File: src/rtl/ifu_pkg.sv
// Shared types and constants for the AXI4-Lite instruction fetch unit.
package ifu_pkg;

  typedef enum logic [1:0] {
    ADDR  = 2'b00,
    DATA  = 2'b01,
    VALID = 2'b10
  } ifu_state_e;

  localparam logic [63:0] RESET_PC_DEFAULT = 64'h8000_0000;

  localparam logic [1:0] RESP_OKAY   = 2'b00;
  localparam logic [1:0] RESP_EXOKAY = 2'b01;
  localparam logic [1:0] RESP_SLVERR = 2'b10;
  localparam logic [1:0] RESP_DECERR = 2'b11;

  // A 64-bit beat carries two instructions; address bit 2 picks the half.
  function automatic logic [31:0] select_word(input logic [63:0] data, input logic hi);
    return hi ? data[63:32] : data[31:0];
  endfunction

endpackage

File: src/rtl/ifu_nextpc.sv
// Next-PC selection: exception entry, then exception return, then branch, else sequential.
module ifu_nextpc (
  input  logic [63:0] pc,
  input  logic        br_taken,
  input  logic [63:0] br_target,
  input  logic        ex,
  input  logic [63:0] ex_entry,
  input  logic        ex_ret,
  input  logic [63:0] epc,
  output logic [63:0] nextpc
);

  // NOTE: a default is assigned first so every path drives nextpc and no latch is inferred.
  always_comb begin
    nextpc = pc + 64'd4;
    if (ex)            nextpc = ex_entry;
    else if (ex_ret)   nextpc = epc;
    else if (br_taken) nextpc = br_target;
  end

endmodule

File: src/rtl/ifu_axi.sv
// Instruction fetch unit: one outstanding AXI4-Lite read per instruction,
// ADDR -> DATA -> VALID, with redirect applied on the decode handshake.
module ifu_axi
  import ifu_pkg::*;
#(
  parameter logic [63:0] RESET_PC = RESET_PC_DEFAULT
) (
  input  logic        clk,
  input  logic        rst,
  output logic [63:0] araddr,
  output logic        arvalid,
  input  logic        arready,
  input  logic [63:0] rdata,
  input  logic [1:0]  rresp,
  input  logic        rvalid,
  output logic        rready,
  output logic [31:0] inst,
  output logic [63:0] pc,
  output logic [63:0] nextpc,
  output logic        inst_valid,
  input  logic        inst_ready,
  output logic        fetch_fault,
  output logic        misalign,
  input  logic        br_taken,
  input  logic [63:0] br_target,
  input  logic        ex,
  input  logic [63:0] ex_entry,
  input  logic        ex_ret,
  input  logic [63:0] epc
);

  ifu_state_e  state, state_nxt;
  logic [31:0] inst_q;
  logic        fault_q;
  logic        misalign_q;
  logic        pc_aligned;

  assign pc_aligned = (pc[1:0] == 2'b00);

  ifu_nextpc u_nextpc (
    .pc        (pc),
    .br_taken  (br_taken),
    .br_target (br_target),
    .ex        (ex),
    .ex_entry  (ex_entry),
    .ex_ret    (ex_ret),
    .epc       (epc),
    .nextpc    (nextpc)
  );

  always_comb begin
    state_nxt  = state;
    arvalid    = 1'b0;
    rready     = 1'b0;
    inst_valid = 1'b0;
    unique case (state)
      ADDR: begin
        // A misaligned PC never reaches the bus; it is reported straight to decode.
        if (!pc_aligned) begin
          state_nxt = VALID;
        end else begin
          arvalid = !rst;
          if (arvalid && arready) state_nxt = DATA;
        end
      end
      DATA: begin
        rready = 1'b1;
        if (rvalid) state_nxt = VALID;
      end
      VALID: begin
        inst_valid = 1'b1;
        if (inst_ready) state_nxt = ADDR;
      end
      default: state_nxt = ADDR;
    endcase
  end

  // NOTE: sequential state uses non-blocking assignments so all registers see pre-edge values.
  always_ff @(posedge clk) begin
    if (rst) begin
      state      <= ADDR;
      pc         <= RESET_PC;
      inst_q     <= 32'h0;
      fault_q    <= 1'b0;
      misalign_q <= 1'b0;
    end else begin
      state <= state_nxt;
      if (state == ADDR && !pc_aligned) begin
        inst_q     <= 32'h0;
        fault_q    <= 1'b0;
        misalign_q <= 1'b1;
      end
      if (state == DATA && rvalid) begin
        misalign_q <= 1'b0;
        fault_q    <= (rresp != RESP_OKAY);
        inst_q     <= (rresp != RESP_OKAY) ? 32'h0 : select_word(rdata, pc[2]);
      end
      if (state == VALID && inst_ready) pc <= nextpc;
    end
  end

  assign araddr      = pc;
  assign inst        = inst_q;
  assign fetch_fault = inst_valid && fault_q;
  assign misalign    = inst_valid && misalign_q;

endmodule

File: config.mk
export PLATFORM = sky130hd
export DESIGN_NAME = ifu_axi
export DESIGN_NICKNAME = d
export VERILOG_FILES = /design/src/rtl/ifu_pkg.sv /design/src/rtl/ifu_nextpc.sv /design/src/rtl/ifu_axi.sv
export SDC_FILE = /design/constraint.sdc
export NUM_CORES = 1
export LEC_CHECK = 0
export CAP_MARGIN = 20
export CORE_AREA = 3 3 190 192
export CTS_CLUSTER_DIAMETER = 40
export DETAILED_ROUTE_END_ITERATION = 10
export DIE_AREA = 0 0 193 195
export SLEW_MARGIN = 10
export SYNTH_ARGS = -nofsm -noshare
export SYNTH_HDL_FRONTEND = slang
export SYNTH_SLANG_ARGS = --single-unit
export TNS_END_PERCENT = 50
File: constraint.sdc
create_clock -name clk -period 3.66 [get_ports clk]
set_clock_uncertainty 0.15 [all_clocks]
set_input_delay 0.366 -clock clk [delete_from_list [all_inputs] [get_ports clk]]
set_output_delay 0.366 -clock clk [all_outputs]
set_load 0.02 [all_outputs]
==> results of run 1 <==
[worst max-delay path, cell delays in order, from the launching register on]
cell and delay, ns:
dfxtp_2 0.34, ha_1 0.18, nand3_1 0.19, or4_4 0.63, nor3_4 0.23, buf_12 0.16
nand4_2 0.11, or3_2 0.42, nand3_1 0.09, clkdlybuf4s15_1 0.31
[cell families after synthesis]
kind of cell	synth area share [%]
AO/OA/AOI/OAI	27.1
XOR/XNOR	4.28
adder cells (fa/ha/maj)	0.149
buffers and inverters	10.8
multiplexers	5.28
flip-flops	23.9
AND/OR/NAND/NOR	28.5
[registers in the layout, indices dropped and copies added (netlist names)]
signal / cells
state: 2
fault_q: 1
inst: 32
misalign_q: 1
araddr: 64
[cells in the final DEF (no fill, tap or decap), types with 11 or more instances in the layout]
cell type        synthesis  final
nand4_1                 29     29
o21a_1                  13     13
and3_1                  11     11
nor3_1                  38     36
o22ai_1                 29     29
a21oi_1                101    101
a221o_1                 14     14
dlygate4sd2_1            0     16
a22oi_1                 41     41
o21ai_0                 45     45
inv_1                   19     17
nor4_1                  25     20
nand3_1                 39     39
dfxtp_1                100     99
mux2_2                  34     34
buf_4                   64    108
nor2_1                 115    114
a31oi_1                 12     12
xor2_1                  16     16
xnor2_1                 25     25
clkdlybuf4s50_1          0    455
nand2_1                123    122
nand2b_1                25     25
[final timing paths]
path,depth (start not counted),slack (ns),end
setup / recovery,9,0.10,nextpc[42]
hold / removal,2,0.28,araddr[50]$_SDFFE_PP0P_
setup reg to reg,4,0.82,araddr[25]$_SDFFE_PP0P_
hold reg to reg,2,0.34,fault_q$_SDFFE_PP0P_
[synthesized netlist by cell type (6+ instances only)]
library cell	instances	share of area [%]
nand2_1	123	5.5
nor2_1	115	5.1
a21oi_1	101	6.0
dfxtp_1	100	24
clkbuf_1	67	3.0
buf_4	64	5.7
o21ai_0	45	2.7
a22oi_1	41	3.7
nand3_1	39	2.3
nor3_1	38	2.3
mux2_2	34	4.6
nand4_1	29	2.2
o22ai_1	29	2.2
nand2b_1	25	1.9
nor4_1	25	1.9
xnor2_1	25	2.6
inv_1	19	0.85
buf_1	16	0.72
xor2_1	16	1.7
a221o_1	14	1.7
o21a_1	13	1.2
a31oi_1	12	0.89
and3_1	11	0.82
a21o_1	9	0.81
a221oi_1	9	0.94
a311oi_1	8	0.83
and4_1	8	0.83
buf_2	8	0.48
nor2b_1	8	0.60
o211ai_1	8	0.72
nor3b_1	7	0.63
o32ai_1	7	0.73
or3_1	7	0.52
a211oi_1	6	0.54
mux2i_1	6	0.72
o221ai_1	6	0.63
or2_2	6	0.45
[layer usage]
metal / vias to the layer above / wire, µm / GRT usage, %
li1: 5192 / - / -
met1: 5483 / 19200 / 29.4
met2: 565 / 24700 / 44.5
met3: 67 / 4740 / 6.95
met4: 2 / 1200 / 7.80
met5: - / 9 / 0
[through the flow]
stage                     instances  setup slack [ns]  utilization (%)  instance area [µm²]
after floorplan                1174             0.385                -                 8390
after global placement         2070             0.119             40.2                13900
after detailed placement       2070             0.115             40.2                13900
after CTS                      2088           0.00521             41.2                14200
after global routing           2093           -0.0398             41.3                14300
final                          2094             0.103             41.4                14300
[power breakdown]
part           total, W  switching (W)  internal (W)
clock           0.00106       0.000515      0.000543
combinational   0.00136       0.000701      0.000660
sequential      0.00116      0.0000318       0.00112
[what timing repair did]
action	CTS	global route
hold endpoints to repair	0	0
setup buffers	2	2
endpoints found under the setup margin	24	18
gates cloned	0	0
pin swaps	1	0
gates resized for setup	29	25
[final cells by class]
cell class              count  area, µm²
fillers                  3600      20300
repair buffers            600       5760
multi-input cells         900       5570
flip-flops and latches    100       2000
well taps                 455        569
clock buffers               9        225
clock inverters             7       82.6
inverters                  19       71.3
diodes                      4       10.0
==> metrics, run 1 <==
crit path time final=3.56 ns; CP Max Fanout=7; Clk Latency, worst-skew pair=0.38 ns; Hold WC Path Type=in2reg; Fmax achieved=281 MHz; CP Capture Type=output pin; Initial Utilization=24.3%; vias per cell=5.40; synthesis-stage register bit count=100; post-synthesis cell area=8390 µm²; CTS root buf=clkbuf_16; Mapped Cells=1174; vias in the first global route=11100; Worst-Margin Slew=0.824 ns; final net count=1897; leakage=5.15 nW; syn_nets=1441; period utilization=97.2%; H-tree depth=3; critical path class=reg2out; drt first pass iters=5; total global-route track usage=25.2%; Hold Violations, Final=0; RSZ-0062 raised after global routing=yes; Initial DRC Count=675; Pwr Total=0.00357 W; share of cells above drive strength 1=12.7%; Req. time, crit path=3.14 ns; synth warn=0; first-pass GRT wire length=71500 µm; initial antenna violation count=7; Worst Path Arrival=3.04 ns; DRC=0; crit path launch type=flop; VDD IR max=0.265 mV; antenna viol nets, final=0; I/O pins=495; die area=37600 µm²; CTS Hold Buffers Added=0; top_reg_cell synth=dfxtp_1; largest net degree at the start of global routing=96; Max Cap Viol=0; TritonCTS clock tree=done; DPL Wire Length=39400 µm; CTS Sinks=100; Die Span Y=195 µm; gr ovfl total=0; register area share after synthesis=23.9%; number of synthesized flops with an enable pin=0; GP Congestion=0.881; worst hold margin=0.280 ns; Vias=11300; status=complete, no violations; relative slew slack=45.1%; row count=68; Avg Synthesized Cell Area=7.15 µm²; Synth async-reset ratio=0%; P per Cell Area=250 nW/µm²; setup violators final=0; detailed-route wire length=49900 µm; setup_tns=0 ns; critical path launch point=araddr[2]$_SDFFE_PP0P_; unique cell type count in the Yosys netlist=73; I/O Buffers=494; hold path start=rst; max-slew violation count=0; reg2reg start=state[1]$_SDFFE_PP0P_; WL/cell=23.8 µm; chip width=193 µm; Core ar.=34500 µm²; synth-to-layout area growth=70.2%; CTS Buf Count=9; CTS Buffer Depth=2; Clk pin slew, worst setup/hold paths=0.08 ns
(Power assumes the default switching activity.)
==> run 2, diff against run 1 <==
--- a/config.mk
+++ b/config.mk
@@ -6,10 +6,10 @@
 export NUM_CORES = 1
 export LEC_CHECK = 0
 export CAP_MARGIN = 20
-export CORE_AREA = 3 3 190 192
+export CORE_AREA = 4 4 191 193
 export CTS_CLUSTER_DIAMETER = 40
 export DETAILED_ROUTE_END_ITERATION = 10
-export DIE_AREA = 0 0 193 195
+export DIE_AREA = 0 0 195 197
 export SLEW_MARGIN = 10
 export SYNTH_ARGS = -nofsm -noshare
 export SYNTH_HDL_FRONTEND = slang
==> metrics, run 2 (same netlist as run 1, synthesis figures left out) <==
r2r endpoint=araddr[36]$_SDFFE_PP0P_ (was araddr[25]$_SDFFE_PP0P_); FF+latch area=2000 µm² (about the same); crit path time final=3.53 ns (was 3.56 ns); antenna viol nets, final=0 (unchanged); drt first pass iters=5 (unchanged); final net count=1887 (was 1897); H-tree depth=3 (unchanged); RSZ-0062 raised after global routing=no (was yes); period utilization=96.4% (was 97.2%); initial antenna violation count=6 (was 7); end of the critical path=nextpc[44] (was nextpc[42]); Layout Utilization=41.1% (was 41.4%); PnR worst setup slack=0.133 ns (was 0.103 ns); CP Max Fanout=10 (was 7); vias per cell=5.34 (was 5.40); Hold WC Path Type=in2reg (unchanged); GP Congestion=0.908 (was 0.881); slowest CP cell=dlygate4sd2_1 (was or4_4); Initial DRC Count=730 (was 675); Worst Path Arrival=3.01 ns (was 3.04 ns); synth-to-layout area growth=69.2% (was 70.2%); CTS Hold Buffers Added=0 (unchanged); VDD IR max=0.240 mV (was 0.265 mV); Multi-input gate area=5560 µm² (was 5570 µm²); FF-to-FF path depth=9 (was 4); die area=38400 µm² (was 37600 µm²); WL/cell=24.1 µm (was 23.8 µm); largest net degree at the start of global routing=92 (was 96); CTS Sinks=100 (unchanged); critical path launch point=araddr[2]$_SDFFE_PP0P_ (unchanged); status=complete, no violations (unchanged); r2r setup slk=0.94 ns (was 0.82 ns); detailed-route wire length=50100 µm (was 49900 µm); Vias=11100 (was 11300); Fmax achieved=283 MHz (was 281 MHz); Hold Violations, Final=0 (unchanged); row count=68 (unchanged); relative slew slack=56.1% (was 45.1%); Max Cap Viol=0 (unchanged); I/O Buffers=494 (unchanged); I/O pins=495 (unchanged); total global-route track usage=24.4% (was 25.2%); critical path class=reg2out (unchanged); Clk pin slew, worst setup/hold paths=0.09 ns (was 0.08 ns); gr ovfl total=0 (unchanged); Pwr Total=0.00361 W (was 0.00357 W); CTS Buf Count=9 (unchanged); Req. time, crit path=3.14 ns (about the same); Core ar.=34500 µm² (unchanged); Initial Utilization=24.3% (unchanged); most frequent cells in the layout=451 x clkdlybuf4s50_1, 122 x nand2_1, 114 x nor2_1 (was 455 x clkdlybuf4s50_1, 122 x nand2_1, 114 x nor2_1); reg2reg start=araddr[2]$_SDFFE_PP0P_ (was state[1]$_SDFFE_PP0P_); DRC=0 (unchanged); TritonCTS clock tree=done (unchanged); CTS root buf=clkbuf_16 (unchanged); worst path bufs/invs=3 (was 2); vias in the first global route=11100 (about the same); post-placement setup slack=0.0643 ns (was 0.115 ns); share of cells above drive strength 1=12.3% (was 12.7%); CTS Buffer Depth=2 (unchanged); Worst-Margin Slew=0.657 ns (was 0.824 ns); chip width=195 µm (was 193 µm); slowest cell delay on critical path=0.40 ns (was 0.63 ns); most common cell after layout, fill and taps aside=clkdlybuf4s50_1 (unchanged); leakage=5.13 nW (was 5.15 nW); setup violators final=0 (unchanged); max-slew violation count=0 (unchanged); CP Depth=10 (was 9); DPL Wire Length=39300 µm (was 39400 µm); first-pass GRT wire length=72100 µm (was 71500 µm); fillers=3637 (was 3600); Die Span Y=197 µm (was 195 µm); P per Cell Area=254 nW/µm² (was 250 nW/µm²); Clk Latency, worst-skew pair=0.36 ns (was 0.38 ns); crit-path cells=ha_1 -> nand3_1 -> buf_4 -> nor4_1 -> buf_4 -> and4_1 -> nand3_1 -> xor2_1 -> o21ai_0 -> dlygate4sd2_1 (was ha_1 -> nand3_1 -> or4_4 -> nor3_4 -> buf_12 -> nand4_2 -> or3_2 -> nand3_1 -> clkdlybuf4s15_1); CP Capture Type=output pin (unchanged); Crit path max-delay family=simple AND/OR/NAND/NOR gates (unchanged); crit path launch type=flop (unchanged); max reg flops=64 (unchanged); worst hold margin=0.316 ns (was 0.280 ns)
run 2: cell types whose count changed in the layout (fill, tap and decap cells not counted), moves of 3 or more:
cell,before,now
clkdlybuf4s50_1,455,451
dlymetal6s2s_1,8,13
diode_2,4,1
buf_4,108,101
buf_12,5,2
run 2: per-stage QoR:
stage / cell area (µm²) / std cells / TNS (ns)
floorplan: 8390 / 1174 / 0
global placement: 13800 / 2058 / 0
detailed placement: 13800 / 2058 / 0
CTS: 14100 / 2078 / -0.0272
global route: 14200 / 2081 / 0
finish: 14200 / 2081 / 0
run 2: worst min-delay path by stage:
stage,cells past startpoint,end,startpoint
floorplan,2,fault_q$_SDFFE_PP0P_,fault_q$_SDFFE_PP0P_
global placement,2,misalign_q$_SDFFE_PP0P_,misalign_q$_SDFFE_PP0P_
detailed placement,2,misalign_q$_SDFFE_PP0P_,misalign_q$_SDFFE_PP0P_
CTS,2,araddr[62]$_SDFFE_PP0P_,rst
global route,2,araddr[62]$_SDFFE_PP0P_,rst
finish,2,araddr[41]$_SDFFE_PP0P_,rst
run 2: per-layer routing:
layer	global-route usage [%]	share of wire (%)	vias to the layer above
li1	-	-	5171
met5	0	0.026	-
met3	6.67	9.3	47
met1	28.8	39	5329
met4	4.94	1.5	2
met2	44.4	50	562
run 2: report_power, final:
| group | total (W) | internal (W) | switching, W |
|---|---|---|---|
| clock network | 0.00111 | 0.000575 | 0.000535 |
| logic | 0.00134 | 0.000653 | 0.000688 |
| registers | 0.00116 | 0.00112 | 0.0000362 |
run 2: final cells by class:
type / count / share of cell area (%)
inverters: 19 / 0.502
clock inverters: 6 / 0.626
multi-input cells: 900 / 39.2
flip-flops and latches: 100 / 14.1
repair buffers: 590 / 39.9
well taps: 455 / 4.01
diodes: 1 / 0.0176
clock buffers: 10 / 1.68
run 2: what timing repair did:
action	in CTS	in global routing
setup endpoints to repair	26	26
pin swaps	3	1
gates resized for setup	26	24
cloned	0	0
setup buffers	4	2
==> run 3, diff against run 2 <==
--- a/config.mk
+++ b/config.mk
@@ -5,6 +5,7 @@
 export SDC_FILE = /design/constraint.sdc
 export NUM_CORES = 1
 export LEC_CHECK = 0
+export ABC_CLOCK_PERIOD_IN_PS = 3660
 export CAP_MARGIN = 20
 export CORE_AREA = 4 4 191 193
 export CTS_CLUSTER_DIAMETER = 40
==> results of run 3 <==
Final layout, timing and power as in run 2 (identical DEF).
